## src/rtl/execute_muldiv_if.sv

```systemverilog
// Operand, forwarding and result signals between ID/EX and the M-extension unit.
interface execute_muldiv_if #(
    parameter int unsigned XLEN = 32
);
    logic            in_valid;
    logic [2:0]      in_funct3;
    logic [4:0]      in_rs1;
    logic [4:0]      in_rs2;
    logic [4:0]      in_rd;
    logic [XLEN-1:0] in_data_rs1;
    logic [XLEN-1:0] in_data_rs2;
    logic [4:0]      in_EXMEM_rd;
    logic [4:0]      in_MEMWB_rd;
    logic            in_EXMEM_write_enable;
    logic            in_MEMWB_write_enable;
    logic [XLEN-1:0] in_EXMEM_alu_out;
    logic [XLEN-1:0] in_MEMWB_out_data;
    logic            in_flush;
    logic            out_stall;
    logic            out_valid;
    logic [XLEN-1:0] out_result;
    logic [4:0]      out_rd;
    logic            out_busy;

    modport master (
        output in_valid, in_funct3, in_rs1, in_rs2, in_rd,
        output in_data_rs1, in_data_rs2,
        output in_EXMEM_rd, in_MEMWB_rd, in_EXMEM_write_enable, in_MEMWB_write_enable,
        output in_EXMEM_alu_out, in_MEMWB_out_data, in_flush,
        input  out_stall, out_valid, out_result, out_rd, out_busy
    );

    modport slave (
        input  in_valid, in_funct3, in_rs1, in_rs2, in_rd,
        input  in_data_rs1, in_data_rs2,
        input  in_EXMEM_rd, in_MEMWB_rd, in_EXMEM_write_enable, in_MEMWB_write_enable,
        input  in_EXMEM_alu_out, in_MEMWB_out_data, in_flush,
        output out_stall, out_valid, out_result, out_rd, out_busy
    );
endinterface

```

## src/rtl/execute_muldiv.sv

```systemverilog
// RV32M/RV64M execute unit: multi-cycle multiply and 1 bit/cycle restoring divider.
module execute_muldiv #(
    parameter int unsigned XLEN       = 32,
    parameter int unsigned MUL_STAGES = 2
) (
    input  logic            clk,
    input  logic            reset,
    execute_muldiv_if.slave bus
);
    localparam int unsigned CNT_W    = $clog2(XLEN) + 1;
    localparam int unsigned MUL_LAST = (MUL_STAGES > 1) ? MUL_STAGES - 2 : 0;
    localparam int unsigned DIV_LAST = XLEN - 1;

    typedef enum logic [1:0] {IDLE, MUL, DIV, DONE} state_t;

    state_t            state_q;
    logic [CNT_W-1:0]  cnt_q;
    logic [1:0]        funct3_q;
    logic [4:0]        rd_q;
    logic [XLEN-1:0]   a_q, b_q;
    logic [XLEN-1:0]   div_quot_q, div_rem_q, div_dvsr_q;
    logic              q_neg_q, r_neg_q;
    logic              out_valid_q;
    logic [XLEN-1:0]   out_result_q;
    logic [4:0]        out_rd_q;

    logic [XLEN-1:0]   op_a, op_b;
    logic              is_div, div_signed, a_neg, b_neg, div_zero, div_ovf;
    logic [XLEN-1:0]   a_mag, b_mag, bypass_result;
    logic [1:0]        mul_f3;
    logic [XLEN-1:0]   mul_src_a, mul_src_b, mul_result;
    logic [2*XLEN-1:0] mul_a_ext, mul_b_ext, mul_prod;
    logic [XLEN:0]     rem_shift, trial;
    logic [XLEN-1:0]   div_quot_d, div_rem_d, div_final;

    // Operand forwarding: EX/MEM beats MEM/WB beats the register file.
    always_comb begin
        op_a = bus.in_data_rs1;
        if (bus.in_EXMEM_write_enable && bus.in_EXMEM_rd != 5'd0 && bus.in_EXMEM_rd == bus.in_rs1)
            op_a = bus.in_EXMEM_alu_out;
        else if (bus.in_MEMWB_write_enable && bus.in_MEMWB_rd != 5'd0 && bus.in_MEMWB_rd == bus.in_rs1)
            op_a = bus.in_MEMWB_out_data;
        op_b = bus.in_data_rs2;
        if (bus.in_EXMEM_write_enable && bus.in_EXMEM_rd != 5'd0 && bus.in_EXMEM_rd == bus.in_rs2)
            op_b = bus.in_EXMEM_alu_out;
        else if (bus.in_MEMWB_write_enable && bus.in_MEMWB_rd != 5'd0 && bus.in_MEMWB_rd == bus.in_rs2)
            op_b = bus.in_MEMWB_out_data;
    end

    // Accept-time divide setup: magnitudes, result signs and the bypass cases.
    always_comb begin
        is_div     = bus.in_funct3[2];
        div_signed = ~bus.in_funct3[0];
        a_neg      = div_signed & op_a[XLEN-1];
        b_neg      = div_signed & op_b[XLEN-1];
        a_mag      = a_neg ? -op_a : op_a;
        b_mag      = b_neg ? -op_b : op_b;
        div_zero   = (op_b == '0);
        div_ovf    = div_signed && (op_a == {1'b1, {(XLEN-1){1'b0}}}) && (op_b == '1);
        if (div_zero)
            bypass_result = bus.in_funct3[1] ? op_a : '1;
        else
            bypass_result = bus.in_funct3[1] ? '0 : op_a;
    end

    // Multiplier: fed straight from the forwarded operands while IDLE so a
    // single-stage configuration can retire on the accept edge.
    always_comb begin
        mul_f3    = (state_q == IDLE) ? bus.in_funct3[1:0] : funct3_q;
        mul_src_a = (state_q == IDLE) ? op_a : a_q;
        mul_src_b = (state_q == IDLE) ? op_b : b_q;
        mul_a_ext = {{XLEN{(mul_f3[0] ^ mul_f3[1]) & mul_src_a[XLEN-1]}}, mul_src_a};
        mul_b_ext = {{XLEN{(mul_f3 == 2'b01) & mul_src_b[XLEN-1]}}, mul_src_b};
        mul_prod  = mul_a_ext * mul_b_ext;
        mul_result = (mul_f3 == 2'b00) ? mul_prod[XLEN-1:0] : mul_prod[2*XLEN-1:XLEN];
    end

    // One restoring-division step plus the sign-corrected final value.
    always_comb begin
        rem_shift = {div_rem_q, div_quot_q[XLEN-1]};
        trial     = rem_shift - {1'b0, div_dvsr_q};
        if (trial[XLEN]) begin
            div_rem_d  = rem_shift[XLEN-1:0];
            div_quot_d = {div_quot_q[XLEN-2:0], 1'b0};
        end else begin
            div_rem_d  = trial[XLEN-1:0];
            div_quot_d = {div_quot_q[XLEN-2:0], 1'b1};
        end
        if (funct3_q[1])
            div_final = r_neg_q ? -div_rem_d : div_rem_d;
        else
            div_final = q_neg_q ? -div_quot_d : div_quot_d;
    end

    // Control FSM with registered result outputs.
    always_ff @(posedge clk) begin
        if (!reset) begin
            state_q      <= IDLE;
            cnt_q        <= '0;
            out_valid_q  <= 1'b0;
            out_result_q <= '0;
            out_rd_q     <= '0;
        end else if (bus.in_flush) begin
            state_q     <= IDLE;
            cnt_q       <= '0;
            out_valid_q <= 1'b0;
        end else begin
            case (state_q)
                IDLE: begin
                    out_valid_q <= 1'b0;
                    if (bus.in_valid) begin
                        funct3_q   <= bus.in_funct3[1:0];
                        rd_q       <= bus.in_rd;
                        a_q        <= op_a;
                        b_q        <= op_b;
                        cnt_q      <= '0;
                        div_quot_q <= a_mag;
                        div_rem_q  <= '0;
                        div_dvsr_q <= b_mag;
                        q_neg_q    <= a_neg ^ b_neg;
                        r_neg_q    <= a_neg;
                        if (!is_div) begin
                            if (MUL_STAGES == 1) begin
                                state_q      <= DONE;
                                out_valid_q  <= 1'b1;
                                out_result_q <= mul_result;
                                out_rd_q     <= bus.in_rd;
                            end else begin
                                state_q <= MUL;
                            end
                        end else if (div_zero || div_ovf) begin
                            state_q      <= DONE;
                            out_valid_q  <= 1'b1;
                            out_result_q <= bypass_result;
                            out_rd_q     <= bus.in_rd;
                        end else begin
                            state_q <= DIV;
                        end
                    end
                end
                MUL: begin
                    if (cnt_q == CNT_W'(MUL_LAST)) begin
                        state_q      <= DONE;
                        out_valid_q  <= 1'b1;
                        out_result_q <= mul_result;
                        out_rd_q     <= rd_q;
                    end else begin
                        cnt_q <= cnt_q + 1'b1;
                    end
                end
                DIV: begin
                    div_quot_q <= div_quot_d;
                    div_rem_q  <= div_rem_d;
                    if (cnt_q == CNT_W'(DIV_LAST)) begin
                        state_q      <= DONE;
                        out_valid_q  <= 1'b1;
                        out_result_q <= div_final;
                        out_rd_q     <= rd_q;
                    end else begin
                        cnt_q <= cnt_q + 1'b1;
                    end
                end
                DONE: begin
                    state_q     <= IDLE;
                    out_valid_q <= 1'b0;
                end
                default: state_q <= IDLE;
            endcase
        end
    end

    // A flush arriving during DONE squashes the strobe in that same cycle.
    assign bus.out_valid  = out_valid_q & ~bus.in_flush;
    assign bus.out_result = out_result_q;
    assign bus.out_rd     = out_rd_q;
    assign bus.out_busy   = (state_q != IDLE);
    assign bus.out_stall  = ((state_q == IDLE) && bus.in_valid && !bus.in_flush) ||
                            (state_q == MUL) || (state_q == DIV);
endmodule

```

## src/flat_wrapper.sv

```systemverilog
// flat-port wrapper written by rule: the top's interface ports become plain ports
module execute_muldiv_flat 
#(
    parameter int unsigned XLEN       = 32,
    parameter int unsigned MUL_STAGES = 2
)
  (clk, reset, bus_in_valid, bus_in_funct3, bus_in_rs1, bus_in_rs2, bus_in_rd, bus_in_data_rs1, bus_in_data_rs2, bus_in_EXMEM_rd, bus_in_MEMWB_rd, bus_in_EXMEM_write_enable, bus_in_MEMWB_write_enable, bus_in_EXMEM_alu_out, bus_in_MEMWB_out_data, bus_in_flush, bus_out_stall, bus_out_valid, bus_out_result, bus_out_rd, bus_out_busy);
  execute_muldiv_if #(.XLEN(XLEN)) bus_i ();
  input  logic clk;
  input  logic reset;
  input wire logic [$bits(bus_i.in_valid)-1:0] bus_in_valid;
  input wire logic [$bits(bus_i.in_funct3)-1:0] bus_in_funct3;
  input wire logic [$bits(bus_i.in_rs1)-1:0] bus_in_rs1;
  input wire logic [$bits(bus_i.in_rs2)-1:0] bus_in_rs2;
  input wire logic [$bits(bus_i.in_rd)-1:0] bus_in_rd;
  input wire logic [$bits(bus_i.in_data_rs1)-1:0] bus_in_data_rs1;
  input wire logic [$bits(bus_i.in_data_rs2)-1:0] bus_in_data_rs2;
  input wire logic [$bits(bus_i.in_EXMEM_rd)-1:0] bus_in_EXMEM_rd;
  input wire logic [$bits(bus_i.in_MEMWB_rd)-1:0] bus_in_MEMWB_rd;
  input wire logic [$bits(bus_i.in_EXMEM_write_enable)-1:0] bus_in_EXMEM_write_enable;
  input wire logic [$bits(bus_i.in_MEMWB_write_enable)-1:0] bus_in_MEMWB_write_enable;
  input wire logic [$bits(bus_i.in_EXMEM_alu_out)-1:0] bus_in_EXMEM_alu_out;
  input wire logic [$bits(bus_i.in_MEMWB_out_data)-1:0] bus_in_MEMWB_out_data;
  input wire logic [$bits(bus_i.in_flush)-1:0] bus_in_flush;
  output wire logic [$bits(bus_i.out_stall)-1:0] bus_out_stall;
  output wire logic [$bits(bus_i.out_valid)-1:0] bus_out_valid;
  output wire logic [$bits(bus_i.out_result)-1:0] bus_out_result;
  output wire logic [$bits(bus_i.out_rd)-1:0] bus_out_rd;
  output wire logic [$bits(bus_i.out_busy)-1:0] bus_out_busy;
  assign bus_i.in_valid = bus_in_valid;
  assign bus_i.in_funct3 = bus_in_funct3;
  assign bus_i.in_rs1 = bus_in_rs1;
  assign bus_i.in_rs2 = bus_in_rs2;
  assign bus_i.in_rd = bus_in_rd;
  assign bus_i.in_data_rs1 = bus_in_data_rs1;
  assign bus_i.in_data_rs2 = bus_in_data_rs2;
  assign bus_i.in_EXMEM_rd = bus_in_EXMEM_rd;
  assign bus_i.in_MEMWB_rd = bus_in_MEMWB_rd;
  assign bus_i.in_EXMEM_write_enable = bus_in_EXMEM_write_enable;
  assign bus_i.in_MEMWB_write_enable = bus_in_MEMWB_write_enable;
  assign bus_i.in_EXMEM_alu_out = bus_in_EXMEM_alu_out;
  assign bus_i.in_MEMWB_out_data = bus_in_MEMWB_out_data;
  assign bus_i.in_flush = bus_in_flush;
  assign bus_out_stall = bus_i.out_stall;
  assign bus_out_valid = bus_i.out_valid;
  assign bus_out_result = bus_i.out_result;
  assign bus_out_rd = bus_i.out_rd;
  assign bus_out_busy = bus_i.out_busy;
  execute_muldiv #(.XLEN(XLEN), .MUL_STAGES(MUL_STAGES)) u_core (.clk(clk), .reset(reset), .bus(bus_i));
endmodule
```

## config.mk

```make
export PLATFORM = sky130hd
export DESIGN_NAME = execute_muldiv_flat
export DESIGN_NICKNAME = d
export VERILOG_FILES = /design/src/rtl/execute_muldiv_if.sv /design/src/rtl/execute_muldiv.sv /design/src/flat_wrapper.sv
export SDC_FILE = /design/constraint.sdc
export NUM_CORES = 2
export LEC_CHECK = 0
export ABC_AREA = 1
export ABC_CLOCK_PERIOD_IN_PS = 11400
export BUFFER_PORTS_ARGS = -buffer_cell sky130_fd_sc_hd__buf_2
export CORE_ASPECT_RATIO = 1.75
export CORE_MARGIN = 5
export CORE_UTILIZATION = 23
export DETAILED_ROUTE_END_ITERATION = 10
export PLACE_DENSITY = 0.5
export SLEW_MARGIN = 0
export SYNTH_ARGS = -nofsm -noshare
export SYNTH_HDL_FRONTEND = slang
export SYNTH_SLANG_ARGS = --single-unit
```

## constraint.sdc

```tcl
create_clock -name clk -period 11.4 [get_ports clk]
set_input_delay 2.28 -clock clk [delete_from_list [all_inputs] [get_ports clk]]
set_output_delay 2.28 -clock clk [all_outputs]
set_load 0.03 [all_outputs]
```

==> results.sh <==
export IMPL_area_delta_synth_final_pct=27.5
export IMPL_cp_start_kind="input pin"
export IMPL_synth_edf_count=168
export IMPL_crit_top_cell="inv_1"
export IMPL_avgSynthCellArea_um2=7.62
export IMPL_routedWlPerCell_um=23.4
export IMPL_final_nets=9908
export IMPL_cts_tree="done"
export IMPL_die_area_um2=255000
export IMPL_synth_top_family_by_area="adder cells"
export IMPL_cp_slowest_cell="fa_2"
export IMPL_skew_ns=0.0454
export IMPL_ys_async_sr_fraction_pct=0
export IMPL_post_route_period_util_pct=98.0
export IMPL_cts_htree_levels=1
export IMPL_ys_types=60
export IMPL_synth_mux_area_share_pct=0
export IMPL_placed_cells=11600
export IMPL_grt_start_max_net_pins=70
export IMPL_clock_latency_ns=0.60
export IMPL_cp_top_family="adder cells"
export IMPL_r2r_cells=37
export IMPL_hold_start="u_core.bus.out_rd[1]"
export IMPL_drt_total_wl_um=273000
export IMPL_finalHoldViolCount=0
export IMPL_synth_fp_nets=8943
export IMPL_clk_pin_slew_ns=0.06
export IMPL_cts_sinks=214
export IMPL_placed_area_um2=69200
export IMPL_placementRows=240
export IMPL_drtIter0Drc=3666
export IMPL_yosys_register_bits=214
export IMPL_clk_path_buf_depth=3
export IMPL_final_cell_mix="nand2_1 (1633), inv_1 (1625), fa_1 (1087)"
export IMPL_status="finished clean"
export IMPL_ys_flop_type="edfxtp_1"
export IMPL_hold_class="flop to flop"
export IMPL_finish_instance_area_um2=71900
export IMPL_r2r_slack_ns=1.50
export IMPL_fin_util_pct=29.4
export IMPL_setup_violations=0
export IMPL_synth_compound_area_share_pct=7.01
export IMPL_die_width_um=384
export IMPL_mappedNetlistArea_um2=56400
export IMPL_grt_remaining_overflow=0
export IMPL_reg2reg_from="u_core.state_q[0]"
export IMPL_port_buffer_count=201
export IMPL_hold_buffers=0
export IMPL_grt_pass1_wl_um=386000
export IMPL_routabilityCongestion=0.985
export IMPL_worst_setup_path_end_kind="flop"
export IMPL_initial_core_util_pct=23.1
export IMPL_drive_gt1_share_pct=19.9
export IMPL_grt_pass1_vias=57400
export IMPL_yosysWarnings=0
export IMPL_num_io_pins=202
export IMPL_fin_crit_ns=11.18
export IMPL_place_hpwl_um=238000
export IMPL_crit_buf_inv=14
export IMPL_cap_violations=0
export IMPL_fin_cells=11700
export IMPL_crit_type="input pin to flop"
export IMPL_r2r_end="u_core.bus.out_result[15]"
export IMPL_required_ns=11.93
export IMPL_ant_nets=0
export IMPL_cts_made_buffers=27
export IMPL_fmax_ghz=0.0895
export IMPL_crit_arrival_ns=11.70
export IMPL_grt_use_total_pct=20.9
export IMPL_worstMarginPinSlew_ns=1.11
export IMPL_synth_xor_area_share_pct=1.46
export IMPL_ys_seq_area_share_pct=10.6
export IMPL_max_stage_delay_ns=0.66
export IMPL_drc=0
export IMPL_num_vias=53500
export IMPL_synthCells=7399
export IMPL_slew_headroom_pct=25.4
export IMPL_synth_adder_area_share_pct=45.7
export IMPL_ctsRootBufferMaster="clkbuf_16"
export IMPL_vias_per_cell=4.59
export IMPL_final_common_cell="nand2_1"
export IMPL_antenna_found_initial=14
export IMPL_rsz0062_at_grt="yes"
export IMPL_yosys_area_share_simple_pct=21.8
export IMPL_crit_fanout=14
export IMPL_hold_end="u_core.bus.out_rd[1]"
export IMPL_dieHeight_um=665
export IMPL_maxSlewViolCount=0
export IMPL_min_path_cells=2
export IMPL_core_area_um2=244000
export IMPL_first_pass_iters=7
-- sequential cells by signal, indices dropped and copies added, names as in the netlist, 2 cells and up --
signal / flops
u_core.div_rem_q: 32
u_core.b_q: 31
u_core.div_dvsr_q: 32
u_core.div_quot_q: 32
u_core.rd_q: 5
u_core.bus.out_result: 32
u_core.state_q: 2
u_core.funct3_q: 2
u_core.bus.out_rd: 5
u_core.cnt_q: 6
u_core.a_q: 32
-- stage by stage --
step / worst slack, ns / hold slack [ns] / TNS, ns
after global placement: -1.23 / 0.452 / -28.00
final: 0.225 / 0.462 / 0
after global routing: -0.0674 / 0.487 / -0.339
after detailed placement: -1.23 / 0.452 / -27.95
after floorplan: 0.447 / 0.445 / 0
after CTS: 0.00196 / 0.462 / 0
-- layer usage --
| layer | vias to the layer above | part of all wire, % | GRT usage (%) |
|---|---|---|---|
| met3 | 753 | 4.0 | 1.56 |
| met2 | 1872 | 51 | 38.3 |
| li1 | 24000 | - | - |
| met1 | 26900 | 33 | 21.0 |
| met5 | - | 0.0099 | 0 |
| met4 | 4 | 12 | 18.5 |
-- how the worst max path moves through the flow --
| stage | start | to | slack (ns) | cells after the start |
|---|---|---|---|---|
| global placement | bus_in_rs1[2] | u_core.bus.out_result[5] | -1.23 | 49 |
| detailed placement | bus_in_rs1[2] | u_core.bus.out_result[15] | -1.23 | 50 |
| global route | bus_in_rs1[0] | u_core.bus.out_result[21] | -0.07 | 46 |
| floorplan | bus_in_EXMEM_rd[2] | u_core.bus.out_result[31] | 0.45 | 40 |
| finish | bus_in_rs1[1] | u_core.bus.out_result[15] | 0.22 | 42 |
| CTS | bus_in_MEMWB_rd[0] | u_core.bus.out_result[21] | 0.002 | 50 |
-- timing repair --
| item | 4_1_cts | 5_1_grt |
|---|---|---|
| setup buffers | 4 | 39 |
| setup endpoints to repair | 30 | 32 |
| cloned | 0 | 3 |
| resized for setup | 53 | 297 |
| pin swaps | 3 | 95 |
-- worst register-to-register path: cells and delay by family, from the launching register on --
family / cells / cell delay, ns
buf+inv: 14 / 2.52
compound gates: 7 / 1.26
flops: 1 / 0.36
fa+ha+maj: 10 / 4.95
simple gates: 6 / 0.73
-- synth_stat cells, types with 5 or more instances --
library cell  number  area, µm²
dfxtp_1           46        921
inv_2             23       86.3
nand3b_1          13       97.6
buf_6              8       90.1
nor2_2            16        100
a21oi_1          242       1210
or2_2             55        344
nand4_1           50        313
o21ai_2           13        114
nand2_2           12       75.1
a21oi_2            5       43.8
xnor2_1           37        324
o21ai_1           53        265
o211ai_1          29        218
buf_1             24       90.1
nand3_1          315       1580
a221oi_1           5       43.8
nor2_1           827       3100
buf_2             24        120
clkbuf_1         225        845
edfxtp_1         168       5040
nor4_1             9       56.3
a31oi_1           22        138
ha_1             256       3200
clkinv_1          26       97.6
o21ai_0          271       1360
nand2_1         1656       6220
nor3_1            37        185
a21o_1            20        150
fa_1            1126      22500
buf_4              7       52.6
nand2_4            5       56.3
xor2_1            57        499
inv_1           1649       6190
o21a_1             9       67.6
o21bai_1          16        120
-- layout make-up --
cell class	instances	area, µm²
multi-input combinational	5198	44000
timing repair buffer	1225	10500
inverter	1698	6430
fill	26500	172000
sequential	214	5970
clock buffer	30	707
antenna	7	17.5
tap	3267	4090
clock inverter	20	165
-- kinds of logic (layout without fill, tap and decap cells) --
group | after synthesis | in the layout
AO/OA/AOI/OAI | 708 | 708
XOR/XNOR | 94 | 94
adder cells (fa/ha/maj) | 1382 | 1382
buffers and inverters | 1987 | 2973
flip-flops | 214 | 214
other | 0 | 7
AND/OR/NAND/NOR | 3014 | 3014
Power is left out: the tool's default activity adds up to more than one toggle a clock period on the data nets, which glitch-free logic cannot reach.
